**config.mk**
```make
export PLATFORM = sky130hd
export DESIGN_NAME = fp_issue_ctrl
export DESIGN_NICKNAME = d
export VERILOG_FILES = /design/src/rtl/fp_issue_pkg.sv /design/src/rtl/fp_tag_table.sv /design/src/rtl/fp_issue_ctrl.sv
export SDC_FILE = /design/constraint.sdc
export NUM_CORES = 1
export LEC_CHECK = 0
export BUFFER_PORTS_ARGS = -buffer_cell sky130_fd_sc_hd__buf_2
export CELL_PAD_IN_SITES_DETAIL_PLACEMENT = 0
export CELL_PAD_IN_SITES_GLOBAL_PLACEMENT = 1
export CORE_AREA = 2 2 131 133
export DETAILED_ROUTE_END_ITERATION = 12
export DIE_AREA = 0 0 133 135
export PLACE_DENSITY_LB_ADDON = 0.1
export SLEW_MARGIN = 25
export SYNTH_ARGS = -nofsm -noshare
export SYNTH_HDL_FRONTEND = slang
export SYNTH_HIERARCHICAL = 1
export SYNTH_SLANG_ARGS = --single-unit
```
**constraint.sdc**
```tcl
create_clock -name clk_i -period 4.58 [get_ports clk_i]
set_input_delay 0.916 -clock clk_i [delete_from_list [all_inputs] [get_ports clk_i]]
set_output_delay 0.916 -clock clk_i [all_outputs]
set_load 0.01 [all_outputs]
```
**src/rtl/fp_issue_pkg.sv**
```systemverilog
// Shared types for the FP issue/completion controller: slot record, flag vector
// and the bit positions of the individual IEEE exception flags.
package fp_issue_pkg;

  localparam int REG_AW = 5;   // FP and integer register address width
  localparam int FLAG_W = 5;   // {NV,DZ,OF,UF,NX}

  localparam int FLAG_NX = 0;
  localparam int FLAG_UF = 1;
  localparam int FLAG_OF = 2;
  localparam int FLAG_DZ = 3;
  localparam int FLAG_NV = 4;

  typedef logic [FLAG_W-1:0] fflags_t;

  // One in-flight FP operation, indexed by its FPU tag.
  typedef struct packed {
    logic              valid;
    logic              fp_wr;
    logic              int_wr;
    logic [REG_AW-1:0] rd;
  } slot_t;

  // Sticky flag update; a clear in the same cycle wins over the old value
  // but not over the status that arrives with it.
  function automatic fflags_t fflags_merge(input fflags_t cur, input fflags_t status,
                                           input logic acc, input logic clr);
    fflags_t base;
    base = clr ? '0 : cur;
    return acc ? (base | status) : base;
  endfunction

endpackage

```
**src/rtl/fp_tag_table.sv**
```systemverilog
// Table of in-flight FP ops. The slot index doubles as the FPU tag. New ops get
// the lowest free slot, judged from the registered valid bits, so a slot freed
// this cycle only becomes allocatable on the next one.
module fp_tag_table
  import fp_issue_pkg::*;
#(
  parameter int  MAX_INFLIGHT = 4,
  localparam int TAG_W        = $clog2(MAX_INFLIGHT)
) (
  input  logic              clk_i,
  input  logic              rst_ni,
  input  logic              flush_i,
  input  logic              alloc_i,
  input  logic              alloc_fp_wr_i,
  input  logic              alloc_int_wr_i,
  input  logic [REG_AW-1:0] alloc_rd_i,
  input  logic              free_i,
  input  logic [TAG_W-1:0]  free_tag_i,
  input  logic [TAG_W-1:0]  lookup_tag_i,
  output slot_t             lookup_slot_o,
  output logic [TAG_W-1:0]  alloc_tag_o,
  output logic              full_o,
  output logic              any_valid_o
);

  slot_t                   slots_q [MAX_INFLIGHT];
  logic [MAX_INFLIGHT-1:0] valid_vec;

  for (genvar gi = 0; gi < MAX_INFLIGHT; gi++) begin : gen_valid
    assign valid_vec[gi] = slots_q[gi].valid;
  end

  // Lowest-index free slot: scan downwards so the last hit is the smallest index.
  always_comb begin
    alloc_tag_o = '0;
    for (int i = MAX_INFLIGHT - 1; i >= 0; i--) begin
      if (!valid_vec[i]) alloc_tag_o = TAG_W'(i);
    end
  end

  assign full_o        = &valid_vec;
  assign any_valid_o   = |valid_vec;
  assign lookup_slot_o = slots_q[lookup_tag_i];

  // Slot state: flush empties the table; alloc and free never target the same slot.
  always_ff @(posedge clk_i or negedge rst_ni) begin
    if (!rst_ni) begin
      for (int i = 0; i < MAX_INFLIGHT; i++) slots_q[i] <= '0;
    end else if (flush_i) begin
      for (int i = 0; i < MAX_INFLIGHT; i++) slots_q[i] <= '0;
    end else begin
      if (free_i) slots_q[free_tag_i].valid <= 1'b0;
      if (alloc_i) begin
        slots_q[alloc_tag_o] <= '{valid: 1'b1, fp_wr: alloc_fp_wr_i,
                                   int_wr: alloc_int_wr_i, rd: alloc_rd_i};
      end
    end
  end

endmodule

```
**src/rtl/fp_issue_ctrl.sv**
```systemverilog
// Issue/completion controller between the FP decoder and a tagged, out-of-order
// FPU. Tracks pending FP destinations for RAW/WAW stalls, routes results to the
// FP regfile or a one-entry integer writeback buffer, and accumulates fflags.
module fp_issue_ctrl
  import fp_issue_pkg::*;
#(
  parameter int  FLEN         = 32,
  parameter int  NUM_FREGS    = 32,
  parameter int  MAX_INFLIGHT = 4,
  localparam int TAG_W        = $clog2(MAX_INFLIGHT)
) (
  input  logic                   clk_i,
  input  logic                   rst_ni,
  input  logic                   issue_valid_i,
  output logic                   issue_ready_o,
  input  logic [2:0]             issue_rs_used_i,
  input  logic [2:0][REG_AW-1:0] issue_frs_i,
  input  logic                   issue_fp_wr_i,
  input  logic                   issue_int_wr_i,
  input  logic [REG_AW-1:0]      issue_rd_i,
  output logic                   fpu_in_valid_o,
  input  logic                   fpu_in_ready_i,
  output logic [TAG_W-1:0]       fpu_tag_o,
  input  logic                   fpu_out_valid_i,
  output logic                   fpu_out_ready_o,
  input  logic [TAG_W-1:0]       fpu_tag_i,
  input  logic [FLEN-1:0]        fpu_result_i,
  input  logic [FLAG_W-1:0]      fpu_status_i,
  output logic                   fpu_flush_o,
  output logic                   fp_wb_en_o,
  output logic [REG_AW-1:0]      fp_wb_addr_o,
  output logic [FLEN-1:0]        fp_wb_data_o,
  output logic                   int_wb_valid_o,
  input  logic                   int_wb_ready_i,
  output logic [REG_AW-1:0]      int_wb_addr_o,
  output logic [31:0]            int_wb_data_o,
  input  logic                   flush_i,
  input  logic                   fflags_clr_i,
  output logic [FLAG_W-1:0]      fflags_o,
  output logic                   busy_o
);

  logic [NUM_FREGS-1:0] pend_q, pend_d;
  fflags_t              fflags_q, fflags_d;
  logic                 int_full_q;
  logic [REG_AW-1:0]    int_addr_q;
  logic [31:0]          int_data_q;
  logic [31:0]          int_res;

  slot_t                cpl_slot;
  logic                 table_full, any_valid;
  logic                 hazard, can_issue, fire;
  logic                 cpl_hs, cpl_ok, fp_cpl, int_load;

  fp_tag_table #(.MAX_INFLIGHT(MAX_INFLIGHT)) u_tag_table (
    .clk_i          (clk_i),
    .rst_ni         (rst_ni),
    .flush_i        (flush_i),
    .alloc_i        (fire),
    .alloc_fp_wr_i  (issue_fp_wr_i),
    .alloc_int_wr_i (issue_int_wr_i),
    .alloc_rd_i     (issue_rd_i),
    .free_i         (cpl_ok),
    .free_tag_i     (fpu_tag_i),
    .lookup_tag_i   (fpu_tag_i),
    .lookup_slot_o  (cpl_slot),
    .alloc_tag_o    (fpu_tag_o),
    .full_o         (table_full),
    .any_valid_o    (any_valid)
  );

  // RAW on any FP source or WAW on the FP destination, from registered pend bits only.
  always_comb begin
    hazard = 1'b0;
    for (int k = 0; k < 3; k++) begin
      if (issue_rs_used_i[k] && pend_q[issue_frs_i[k]]) hazard = 1'b1;
    end
    if (issue_fp_wr_i && pend_q[issue_rd_i]) hazard = 1'b1;
  end

  assign can_issue      = issue_valid_i & ~hazard & ~table_full & ~flush_i;
  assign fpu_in_valid_o = can_issue;
  assign fire           = can_issue & fpu_in_ready_i;
  assign issue_ready_o  = fire;
  assign fpu_flush_o    = flush_i;

  // Result acceptance; a full int buffer still accepts when it drains this cycle.
  assign fpu_out_ready_o = ~int_full_q | int_wb_ready_i;
  assign cpl_hs          = fpu_out_valid_i & fpu_out_ready_o;
  assign cpl_ok          = cpl_hs & cpl_slot.valid & ~flush_i;
  assign fp_cpl          = cpl_ok & cpl_slot.fp_wr;
  assign int_load        = cpl_ok & cpl_slot.int_wr;

  assign fp_wb_en_o   = fp_cpl;
  assign fp_wb_addr_o = fp_cpl ? cpl_slot.rd : '0;
  assign fp_wb_data_o = fp_cpl ? fpu_result_i : '0;

  if (FLEN >= 32) begin : gen_int_trunc
    assign int_res = fpu_result_i[31:0];
  end else begin : gen_int_zext
    assign int_res = {{(32 - FLEN){1'b0}}, fpu_result_i};
  end

  // Next pend bits: set on FP-writing issue, cleared on FP writeback; WAW stall keeps them disjoint.
  always_comb begin
    pend_d = pend_q;
    if (flush_i) begin
      pend_d = '0;
    end else begin
      if (fp_cpl) pend_d[cpl_slot.rd] = 1'b0;
      if (fire && issue_fp_wr_i) pend_d[issue_rd_i] = 1'b1;
    end
  end

  // Next flag state: only completions of live slots contribute.
  always_comb begin
    fflags_d = fflags_merge(fflags_q, fpu_status_i, cpl_ok, fflags_clr_i);
  end

  // Scoreboard and sticky flags.
  always_ff @(posedge clk_i or negedge rst_ni) begin
    if (!rst_ni) begin
      pend_q   <= '0;
      fflags_q <= '0;
    end else begin
      pend_q   <= pend_d;
      fflags_q <= fflags_d;
    end
  end

  // One-entry integer writeback buffer, held until the integer side takes it.
  always_ff @(posedge clk_i or negedge rst_ni) begin
    if (!rst_ni) begin
      int_full_q <= 1'b0;
      int_addr_q <= '0;
      int_data_q <= '0;
    end else if (flush_i) begin
      int_full_q <= 1'b0;
    end else if (int_load) begin
      int_full_q <= 1'b1;
      int_addr_q <= cpl_slot.rd;
      int_data_q <= int_res;
    end else if (int_wb_ready_i) begin
      int_full_q <= 1'b0;
    end
  end

  assign int_wb_valid_o = int_full_q;
  assign int_wb_addr_o  = int_addr_q;
  assign int_wb_data_o  = int_data_q;
  assign fflags_o       = fflags_q;
  assign busy_o         = any_valid | int_full_q;

endmodule
```
# Word level (Yosys, flattened, before mapping)
# Index checks and enable logic that the tools add are counted.
[classes]
n_reduce_logical = 13
n_bitwise = 21
mux = 44
magnitude_cmp = 11
[op_table]
columns = ["op", "n"]
rows = [
  ["2-to-1 mux 32 bit", 9],
  ["bitwise mux 32 bit", 2],
  ["bitwise AND 32 bit", 1],
  ["demux 8 bit (select 2 bit)", 2],
  ["2-to-1 mux 8 bit", 4],
  ["inverter 32 bit", 1],
  ["OR 32 bit", 1],
  ["less-than comparator 5 x 6 -> 1 bit (second input constant)", 5],
  ["binary-select mux 1 bit (select 5 bit)", 4],
  ["binary-select mux 8 bit (select 2 bit)", 1],
  ["2-to-1 mux 5 bit", 3],
  ["2-to-1 mux 1 bit", 13],
  ["demux 1 bit (select 5 bit)", 2],
  ["greater-or-equal comparator 5 x 1 -> 1 bit (second input constant)", 2],
  ["bitwise AND 1 bit", 9],
  ["logical AND 1 bit", 9],
  ["2-to-1 mux 2 bit", 4],
  ["greater-or-equal comparator 3 bit (second input constant)", 2],
  ["less-than comparator 3 x 1 -> 1 bit (second input constant)", 2],
  ["inverter 2 -> 3 bit", 2],
  ["OR 5 bit", 1],
  ["inverter 1 bit", 4],
  ["AND reduction 4 bit", 1],
  ["OR reduction 4 bit", 1],
  ["other kinds (3)", 4],
]
[word_totals]
elab_cells = 110
regBits = 107
input_bits = 72

# Longest topological paths before layout
[depth]
ltp_word = 15
depth_mapped = 13
depth_no_buf = 11

# By module
# Netlist, hierarchy kept.
[by_module_without_submodules]
columns = ["module", "seq_area_each_um2", "area_each_um2", "cells_each", "instances"]
rows = [
  ["fp_issue_ctrl", 1876.8, 4833.4, 465, 1],
  ["fp_tag_table", 800.8, 1620.3, 145, 1],
]

# Worst setup path before layout
# Ideal clock, no wire load.
[synth_timing]
path_type = "in2out"
start = "input issue_frs_i[5] in the netlist's numbering"
end = "output issue_ready_o"
path_stages = 8
required_ps = 3664
slack_ps = 702
n_path_buf = 2
arrival_time_ps = 2962
path_cell_list = "clkbuf_1 mux4_2 mux2i_1 mux2i_1 a32oi_1 o2111ai_2 buf_4 nor3b_2"
[synth_via]
elab_chain_cells = 11
[synth_lines]
columns = ["element", "line_no", "rtl"]
rows = [
  ["start: declaration", "fp_issue_ctrl.sv:17", "input logic [2:0][REG_AW-1:0] issue_frs_i,"],
  ["binary-select mux 1 bit (select 5 bit)", "fp_issue_ctrl.sv:76", "if (issue_rs_used_i[k] && pend_q[issue_frs_i[k]]) hazard = 1'b1;"],
  ["2-to-1 mux 1 bit (not written as such)", "fp_issue_ctrl.sv:76", ""],
  ["logical AND 1 bit", "fp_issue_ctrl.sv:76", ""],
  ["2-to-1 mux 1 bit (2 in a row)", "fp_issue_ctrl.sv:76", ""],
  ["2-to-1 mux 1 bit", "fp_issue_ctrl.sv:78", "if (issue_fp_wr_i && pend_q[issue_rd_i]) hazard = 1'b1;"],
  ["inverter 1 bit", "fp_issue_ctrl.sv:81", "assign can_issue = issue_valid_i & ~hazard & ~table_full & ~flush_i;"],
  ["bitwise AND 1 bit (3 in a row)", "fp_issue_ctrl.sv:81", ""],
  ["bitwise AND 1 bit", "fp_issue_ctrl.sv:83", "assign fire = can_issue & fpu_in_ready_i;"],
  ["end: declaration", "fp_issue_ctrl.sv:15", "output logic issue_ready_o,"],
]
# No other way between the ends. The select of a mux whose other input is x is not followed.

# Final worst setup path
[layout_timing]
start = "input issue_rd_i[1]"
end = "output issue_ready_o"
[layout_via]
elab_chain_cells = 9
[layout_lines]
columns = ["element", "line_no", "rtl"]
rows = [
  ["start: declaration", "fp_issue_ctrl.sv:20", "input logic [REG_AW-1:0] issue_rd_i,"],
  ["binary-select mux 1 bit (select 5 bit)", "fp_issue_ctrl.sv:78", ""],
  ["2-to-1 mux 1 bit (not written as such)", "fp_issue_ctrl.sv:78", ""],
  ["logical AND 1 bit", "fp_issue_ctrl.sv:78", ""],
  ["2-to-1 mux 1 bit", "fp_issue_ctrl.sv:78", ""],
  ["inverter 1 bit", "fp_issue_ctrl.sv:81", ""],
  ["bitwise AND 1 bit (3 in a row)", "fp_issue_ctrl.sv:81", ""],
  ["bitwise AND 1 bit", "fp_issue_ctrl.sv:83", ""],
]
# No other way between the ends. The select of a mux whose other input is x is not followed.

==> results.yml <==
power_and_ir_drop:
  clkPwrFrac_pct: 39.8
  p_total_mw: 1.89
  p_per_area_nw_per_um2: 246
  ir_worst_vdd_mv: 0.183
  power_switching_mw: 0.494
  leakagePower_nw: 3.79
  internal_power_mw: 1.39
  swShare_pct: 26.2
  power_frac_seq_pct: 50.5
  power_frac_comb_pct: 9.7
clock_tree:
  clock_latency_ns: 0.36
  cts_setup_buffers: 0
  numCtsBuffers: 9
  cts.reportedPaths.clkPinSlew_ns: 0.07
  cts_root_buffer: "clkbuf_16"
  cts-resized-gates: 0
  htree_num_levels: 3
  clock-sinks: 107
  cts_tree: "done"
  clockBufferDepth: 2
  hold_buffers: 0
synthesis:
  syn-instance-count: 610
  synth_area_leaders: "dfrtp_1 (41%), mux4_2 (12%), mux2_1 (6.6%)"
  synth_fa_ha_area_share_pct: 0
  synth_top_family_by_area: "multiplexers"
  synth_compound_area_share_pct: 10.1
  synth_area_leader_cell: "dfrtp_1"
  syn_avg_cell_area_um2: 10.6
  synth_top_area_share_pct: 41.5
  synth-simple-area-share_pct: 19.5
  ys_seq_area_share_pct: 41.5
  yosys_warnings: 6
  synthXorXnorAreaFrac_pct: 0
  synthMuxAreaShare_pct: 24.6
  synth_cell_types: 51
  syn_area_um2: 6450
  ys_seq_elements: 107
  syn_nets: 682
die:
  die_w_um: 133
  pin_count: 160
  initial_core_util_pct: 39.3
  coreArea_um2: 16400
  die_y_um: 135
  num_rows: 47
  dieArea_um2: 18000
worst_setup_path:
  cpMaxStageDelayCell: "mux4_2"
  path_cells: "buf_2 > mux4_2 > mux2_2 > nand3b_1 > and4_1 > o2111ai_2 > nor3b_2 > buf_2"
  cp_max_fo: 20
  arrival_ns: 3.16
  cp.required_ns: 3.66
  startpoint_type: "primary input"
  crit_top_cell: "buf_2"
  cp-end-kind: "output pin"
  path_class: "primary input to output pin"
  slowest_delay_ns: 0.56
global_route:
  antenna_found_initial: 1
  grt_pass1_vias: 5486
  grtUsageTotal_pct: 22.7
  grt_first_pass_wirelength_um: 31300
  grt_max_degree: 78
  grt_overflow: 0
placed_design:
  numPortBuffers: 159
  place_area_um2: 7370
  dp_hpwl_um: 14200
  routabilityCongestion: 0.850
timing:
  finClkSkew_ns: 0.0120
  finalHoldViolCount: 0
  finalCritPeriodShare_pct: 89.0
  max_slew_margin_pct: 49.0
  whs_ns: 0.488
  worst_pin_slew_ns: 0.765
  finalSetupViolCount: 0
  slew_violations: 0
  fmax_ghz: 0.245
  grt_setup_unrepaired: "false"
  tns_ns: 0
  period_minus_slack_ns: 4.07
hold_path:
  hold_class: "register to register"
finish:
  final_cell_mix: "buf_2 (158), dfrtp_1 (107), o21ai_0 (52)"
  syn_to_final_growth_pct: 18.7
  final_util_pct: 46.7
  final_area_um2: 7660
  layout_commonest_cell: "buf_2"
  layout.nets: 813
  drive_gt1_share_pct: 30.8
routing:
  drtAntennaViolNets: 0
  viasPerCell: 5.65
  drt-pass1-iter-count: 5
  drc_errors: 0
  wl_um: 19900
  routedWlPerCell_um: 20.6
  vias: 5464
  drt_iter0_drc: 425
outcome:
  outcome: "finished, final reports clean"
run:
  maxCapViolations: 0
## state kept, by name (all words and copies together), names as in the netlist
signal               count
pend_q                  32
int_wb_valid_o           1
int_wb_data_o           32
int_wb_addr_o            5
fflags_o                 5
u_tag_table/slots_q     32
## through the flow
step | setup slack [ns] | std cells
CTS | 0.523 | 966
detailed placement | 0.511 | 950
finish | 0.505 | 967
global placement | 0.595 | 950
global route | 0.410 | 966
floorplan | 0.702 | 610
## cells in the mapped netlist (all sizes together)
master / count
a2111oi: 1
and4: 1
nand3b: 15
inv: 9
mux2: 39
or3: 1
and4b: 1
nor4: 1
o2111ai: 1
or2: 4
nor4b: 1
nor3: 3
and3: 38
o311ai: 1
nor3b: 3
dfrtp: 107
nand2: 19
nand3: 36
o211ai: 1
o22ai: 2
o21a: 1
nor4bb: 1
nor2: 21
nand4b: 1
o31ai: 1
o221ai: 1
a211oi: 2
mux4: 34
and2: 1
nor2b: 42
clkbuf: 30
a32oi: 1
a21oi: 7
mux2i: 38
nand2b: 22
o32ai: 1
or4: 1
o21ai: 98
or3b: 3
buf: 20
## cell families after synthesis
group | count (synthesis)
AOI/OAI and AO/OA | 118
and+or+nand+nor | 215
buffers and inverters | 59
DFF | 107
muxes | 111
## layer usage
layer  part of all wire, %  track usage, %
met2                    52            39.8
met1                    40            28.0
met5                     0               0
met3                   6.2            5.33
met4                   2.6            7.11
## layout make-up
class,count,area (µm²)
sequential,107,2680
multi-input combinational,444,3510
antenna,1,2.50
clock inverter,7,61.3
tap,220,275
inverter,9,33.8
clock buffer,9,225
timing repair buffer,170,881
fill,1568,8740
## power groups by stage
stage                     logic (mW)  clock network, mW  registers (mW)
after floorplan               0.0990                  0           0.972
after global placement         0.181                  0           0.973
after detailed placement       0.185                  0           0.973
after CTS                      0.185              0.774           0.954
after global routing           0.201              0.812           0.955
final                          0.183              0.752           0.954
## critical path: cells and delay by family
kind                   cells  cell delay (ns)
muxes                      2             0.83
buffers and inverters      2             0.61
and+or+nand+nor            3             0.57
AOI/OAI and AO/OA          1             0.23
## path summary, 6_finish.rpt
check                                  from                 endpoint  slack, ns  depth (start not counted)
max reg2reg                       pend_q[8]  u_tag_table/slots_q[18]       1.28                         10
min in group asynchronous            rst_ni              fflags_o[3]       0.52                          1
min reg2reg                int_wb_data_o[7]         int_wb_data_o[7]       0.49                          1
max                           issue_rd_i[1]            issue_ready_o       0.51                          8
min                        int_wb_data_o[7]         int_wb_data_o[7]       0.49                          1
max in group asynchronous            rst_ni                pend_q[0]       3.20                          2
Power figures use the tool's default switching activity.
